$ cat src/rtl/uart_tx_arbiter.sv
// uart_tx_arbiter: round-robin, packet-locked arbiter feeding byte streams into one UART TX FIFO.
// Ports:
//   clk           system clock, rising edge
//   reset_n       asynchronous reset, active-high
//   req_data      requester i byte at [i*DATA_BIT +: DATA_BIT]
//   req_valid     requester i presents a byte
//   req_last      requester i byte ends its packet
//   req_ready     requester i byte accepted this cycle (when valid)
//   fifo_full     TX FIFO cannot take a byte
//   fifo_wr       TX FIFO write strobe
//   fifo_wdata    TX FIFO write data
//   grant         one-hot owner while locked, zero when idle
//   busy          locked onto a packet
//   timeout_pulse one-cycle pulse when an idle owner is forcibly released
module uart_tx_arbiter #(
    parameter int NUM_REQ     = 4,
    parameter int DATA_BIT    = 8,
    parameter int TIMEOUT_CYC = 1024
) (
    input  logic                        clk,
    input  logic                        reset_n,
    input  logic [NUM_REQ*DATA_BIT-1:0] req_data,
    input  logic [NUM_REQ-1:0]          req_valid,
    input  logic [NUM_REQ-1:0]          req_last,
    output logic [NUM_REQ-1:0]          req_ready,
    input  logic                        fifo_full,
    output logic                        fifo_wr,
    output logic [DATA_BIT-1:0]         fifo_wdata,
    output logic [NUM_REQ-1:0]          grant,
    output logic                        busy,
    output logic                        timeout_pulse
);
    localparam int IW = $clog2(NUM_REQ);
    localparam int CW = $clog2(TIMEOUT_CYC) + 1;
    localparam logic [CW-1:0] CNT_MAX = CW'(TIMEOUT_CYC - 1);
    localparam logic [IW-1:0] LAST_IDX = IW'(NUM_REQ - 1);

    typedef enum logic {IDLE, LOCKED} state_t;

    state_t        state, state_nx;
    logic [IW-1:0] owner, owner_nx, last_grant, last_grant_nx, sel;
    logic [CW-1:0] cnt, cnt_nx;
    logic          owner_valid, xfer;

    // Index k steps past base, wrapping; NUM_REQ need not be a power of two.
    function automatic logic [IW-1:0] rot(input logic [IW-1:0] base, input int k);
        int s;
        s = int'(base) + 1 + k;
        return IW'(s >= NUM_REQ ? s - NUM_REQ : s);
    endfunction

    // Scan from farthest to nearest so the nearest valid requester after last_grant wins.
    always_comb begin
        sel = rot(last_grant, 0);
        for (int k = NUM_REQ - 1; k >= 0; k--)
            if (req_valid[rot(last_grant, k)]) sel = rot(last_grant, k);
    end

    assign busy          = state == LOCKED;
    assign owner_valid   = req_valid[owner];
    assign xfer          = busy && owner_valid && !fifo_full;
    assign fifo_wr       = xfer;
    assign fifo_wdata    = busy ? req_data[owner*DATA_BIT +: DATA_BIT] : '0;
    assign grant         = busy ? NUM_REQ'(1) << owner : '0;
    assign req_ready     = (busy && !fifo_full) ? grant : '0;
    // Only cycles where the owner has nothing to offer count toward release; FIFO stalls do not.
    assign timeout_pulse = busy && !owner_valid && cnt == CNT_MAX;

    always_comb begin
        state_nx      = state;
        owner_nx      = owner;
        last_grant_nx = last_grant;
        cnt_nx        = cnt;
        if (!busy) begin
            if (|req_valid) begin
                state_nx = LOCKED;
                owner_nx = sel;
                cnt_nx   = '0;
            end
        end else if (xfer) begin
            cnt_nx = '0;
            if (req_last[owner]) begin
                state_nx      = IDLE;
                last_grant_nx = owner;
            end
        end else if (!owner_valid) begin
            cnt_nx = cnt + 1'b1;
            if (timeout_pulse) begin
                state_nx      = IDLE;
                last_grant_nx = owner;
                cnt_nx        = '0;
            end
        end
    end

    always_ff @(posedge clk or posedge reset_n) begin
        if (reset_n) begin
            state      <= IDLE;
            owner      <= '0;
            last_grant <= LAST_IDX;
            cnt        <= '0;
        end else begin
            state      <= state_nx;
            owner      <= owner_nx;
            last_grant <= last_grant_nx;
            cnt        <= cnt_nx;
        end
    end
endmodule

$ cat config.mk
export PLATFORM = sky130hd
export DESIGN_NAME = uart_tx_arbiter
export DESIGN_NICKNAME = d
export VERILOG_FILES = /design/src/rtl/uart_tx_arbiter.sv
export SDC_FILE = /design/constraint.sdc
export NUM_CORES = 1
export LEC_CHECK = 0
export ABC_AREA = 1
export BUFFER_PORTS_ARGS = -buffer_cell sky130_fd_sc_hd__clkbuf_2
export CORE_MARGIN = 2
export CORE_UTILIZATION = 51
export DETAILED_ROUTE_END_ITERATION = 10
export HOLD_SLACK_MARGIN = 0.05
export PLACE_DENSITY = 0.9
export SLEW_MARGIN = 10
export SYNTH_ARGS = -nofsm -noshare
export SYNTH_HDL_FRONTEND = slang
export SYNTH_SLANG_ARGS = --single-unit
$ cat constraint.sdc
create_clock -name clk -period 2.55 [get_ports clk]
set_input_delay 0.3825 -clock clk [delete_from_list [all_inputs] [get_ports clk]]
set_output_delay 0.3825 -clock clk [all_outputs]
set_load 0.01 [all_outputs]
* Yosys cells after proc, flatten, opt, wreduce, memory -nomap -nowiden
Index checks and enable logic that the tools add are counted.
Storage, ports and cells: output and inout bits 19, bits of input ports 43, register bits 16, word-level logic and storage cells 80
Cells by class: mux-type cells 38, bitwise gates (word level) 1, reductions and logical operators 13, shift-type cells 2, $add $sub $neg 9, equal/unequal tests 4, order comparisons 9
Operators by type and width (count):
- two-way mux 11 bit | 5
- variable part select 32 x 6 -> 8 bit | 1
- two-way mux 2 bit | 12
- < comparator 2 x 3 -> 1 bit (second input constant) | 5
- binary-select mux 1 bit (select 2 bit) | 6
- greater-or-equal comparator 4 x 3 -> 1 bit (second input constant) | 3
- two-way mux 1 bit | 12
- adder 11 x 1 -> 11 bit (second input constant) | 1
- == test 11 x 10 -> 1 bit (second input constant) | 1
- adder 3 x 2 -> 4 bit (second input constant) | 2
- two-way mux 4 bit | 2
- two-way mux 8 bit | 1
- subtractor 2 x 1 -> 2 bit (second input constant) | 4
- logical AND 1 bit | 5
- adder 3 x 1 -> 4 bit (second input constant) | 1
- AND reduction 2 bit | 2
- AND reduction 4 bit | 1
- nonzero test 2 bit | 2
- OR reduction 4 bit | 1
- left shift 1 x 2 -> 4 bit (first input constant) | 1
- adder 2 x 1 -> 3 bit (second input constant) | 1
- greater-or-equal comparator 3 bit (second input constant) | 1
- != test 3 bit (second input constant) | 1
- logical NOT 1 bit | 2
- other kinds (3) | 3

* Logic depth before layout (Yosys ltp)
depth in word-level cells 10, depth in mapped cells 12, gate-level depth less buffers 11

* Worst setup path after synthesis
Ideal clock, no wire load.
kind reg-to-output, start point register cnt[0], end point output port timeout_pulse, arrival time 1341 ps, setup slack 826 ps, cell stages (with the launch flop) 6, path buffers 0, required time 2168 ps, cells stage by stage dfrtp_1 > ha_1 > nand2_1 > nor2_1 > nand2_1 > nor4_1
On the way: word-level cells in the longest chain between the ends 2
RTL lines:
- from (decl) | RTL line 42 | logic [CW-1:0] cnt, cnt_nx;
- from (signal assigned) | RTL line 106 | cnt <= cnt_nx;
- == test 11 x 10 -> 1 bit | RTL line 67 | assign timeout_pulse = busy && !owner_valid && cnt == CNT_MAX;
- logical AND 1 bit | RTL line 67
- to (decl) | RTL line 31 | output logic timeout_pulse
Every way passes these cells.

* Worst setup path in the final report
start point register owner[1], end point output port fifo_wdata[6]
On the way: word-level cells in the longest chain between the ends 2
RTL lines:
- from (decl) | RTL line 41 | logic [IW-1:0] owner, owner_nx, last_grant, last_grant_nx, sel;
- from (signal assigned) | RTL line 104 | owner <= owner_nx;
- variable part select 32 x 6 -> 8 bit | RTL line 63 | assign fifo_wdata = busy ? req_data[owner*DATA_BIT +: DATA_BIT] : '0;
- two-way mux 8 bit | RTL line 63
- to (decl) | RTL line 28 | output logic [DATA_BIT-1:0] fifo_wdata,
Every way passes these cells.

==> results.txt <==
Cell Chain, Critical Path: buf_4 -> nor2_2 -> a22oi_1 -> a31oi_1 -> clkbuf_2
clock-pin slew on the worst setup and hold paths: 0.10 ns
Peak VDD IR: 643.2 uV
actual slew at the worst max-slew pin: 0.6128 ns
Sw Ratio: 0.5405
Syn Nets: 291
Min-Delay Path Class: in -> async
Crit-path slowest cell: dfrtp_1
Total Nets Final: 350
final setup vio count: 0
most common cell after layout, fill and taps aside: nand2_1
FMAX: 0.4505 GHz
Synth-to-Final Area Change: 23.27%
Crit Path Max Fanout: 13
I/O pin total: 62
Avg Inst Size Synth: 5.856 um^2
Setup crit end kind: output port
Req. time, crit path: 2.17 ns
initial antenna violation count: 0
max layer used: met4
fill cell count: 253
Clk pwr share: 0.081
CTS tree: yes
FF+latch count, synth: 16
CP delay by family, top: flip-flops
fraction of layout cells with a size suffix above 1: 0.2557
Clock Latency Late Sink: 0.29 ns
total grt overflow: 0
IO Port Bufs: 61
internal power: 811.5 uW
CTS sink cnt: 16
synth warn: 0
Synth Instances: 247
status: finished, final reports clean
first-pass GRT wire length: 6.196 mm
initial DRC count: 53
sequential share of the synthesized area: 0.2785
crit start category: flip-flop
Initial Util: 0.5291
WHS: 0.1252 ns
Via Count: 1,772
cts hold-fix bufs: 0
RSZ-0062 raised after global routing: false
most frequent cells in the layout: nand2_1, clkbuf_2, nand3_1, nor2_1, inv_1
DR DRC count: 0
Post CTS Setup Buffer Count: 0
DRT Pass-1 Iters: 4
antenna cells: 0
Die Span X: 57.26 um
Crit path buffers/inverters: 2
detailed-route wire length: 3.618 mm
Critical Setup Path Class: reg -> out
Register Area: 404.1 um^2
DP Wirelength: 2.877 mm
vias in the first global route: 1,580
post-synth top area share: 0.2422
total global-route track usage: 0.2371
FF-to-FF Start: cnt[0]
Max clock buf depth: 2
Max Slew Vio Count: 0
CTS resizes: 0
post-route cell area: 1783 um^2
Post-DRT Antenna Nets: 0
chip height: 57.26 um
Vias/cell: 5.274
CTS buffer count: 3
Worst setup startpoint: owner[1]
area of the multi-input gates: 888.4 um^2
Final Critical Period: 2.220 ns
area leader, netlist: dfrtp_1
combinational share of power: 0.666
area of the mapped netlist: 1446 um^2
Psw: 954.5 uW
Seq pwr share: 0.253
Final Power: 1766 uW
row count: 19
met3 wire length: 271 um
die area: 3278 um^2
Worst EP arrival: 1.84 ns
Power Dens Cells: 990.5 nW/um^2
root buffer cell: clkbuf_4
Pleak: 0.001019 uW
Hold Vio Cnt, Final: 0
final core occ: 0.6522
largest net degree at the start of global routing: 17
synth unique cells: 24
top cells by area, synth: dfrtp_1, nand2_1, nand3_1, nor2_1, inv_1
Placed Area: 1755 um^2
met1 WL: 1.627 mm
core area: 2734 um^2
max cap viols: 0
CP peak stage delay: 0.52 ns
global placer's final weighted congestion: 0.8435
H-tree levels: 1
final clock skew: 0.01127 ns
Max-slew headroom: 0.5910
period utilisation layout: 0.8704
routed length per instance: 10.77 um
setup TNS: 0 ns
DR WL met2: 1.629 mm
kinds of logic (layout without fill, tap and decap cells):
family,Yosys count,count (layout),synth area share
AO/OA/AOI/OAI,27,27,0.1168
XOR/XNOR,2,2,0.01211
adder cells (fa/ha/maj),1,1,0.008649
buffers and inverters,37,95,0.1073
flip-flops,16,16,0.2785
AND/OR/NAND/NOR,164,164,0.4766
synthesized netlist by cell type, drive strengths merged:
master  count
nor2       33
inv        28
buf         6
a21oi       4
dfstp       2
xor2        2
clkbuf      3
o21ai       7
nand2      92
a31oi       8
dfrtp      14
nand3      37
ha          1
nand4       1
a22oi       8
nor4        1
worst reg2reg max path, stage by stage (launching register included):
cell and delay, ns:
dfrtp_1 0.40, ha_1 0.21, nand2_1 0.08, nor2_1 0.21, nand2_1 0.16, nor2_1 0.13, nand3_1 0.12, nand3_1 0.14
nand2_2 0.13, nand2_1 0.10, nor2_1 0.04
state kept, by name, indices dropped and copies added, names as in the netlist:
signal	cells
owner	2
cnt	11
last_grant	2
busy	1
power groups by stage:
| stage | Sequential [uW] | Clock, uW | Combinational [uW] |
|---|---|---|---|
| global placement | 446 | 0 | 1150 |
| CTS | 443 | 147 | 1180 |
| floorplan | 379 | 0 | 935 |
| detailed placement | 448 | 0 | 1180 |
| finish | 447 | 143 | 1180 |
| global route | 462 | 155 | 1340 |
metal layers:
metal	vias up	GRT usage
met3	12	0.03175
li1	917	-
met1	771	0.3004
met4	0	0.09967
met2	72	0.4056
met5	-	0
area by class of cell:
cell class / count / share of cell area
sequential: 16 / 0.2267
timing repair buffer: 63 / 0.1796
multi-input combinational: 194 / 0.4982
tap: 31 / 0.02175
clock buffer: 4 / 0.01474
inverter: 28 / 0.05895
stage by stage:
step | instances | setup WS (ns)
floorplan | 247 | 0.8263
global placement | 332 | 0.5929
detailed placement | 332 | 0.5456
CTS | 336 | 0.2151
global route | 336 | 0.1267
finish | 336 | 0.3304
path summary, 6_finish.rpt:
path | slack [ns] | cells past startpoint | endpoint
setup / recovery | 0.33 | 5 | fifo_wdata[6]
hold / removal | 0.13 | 2 | cnt[8]
setup reg to reg | 0.72 | 10 | cnt[10]
hold reg to reg | 0.50 | 2 | cnt[7]
max in group asynchronous | 1.98 | 2 | owner[0]
min in group clk | 0.50 | 2 | cnt[7]
No activity file was read; power rests on OpenSTA's default activity.
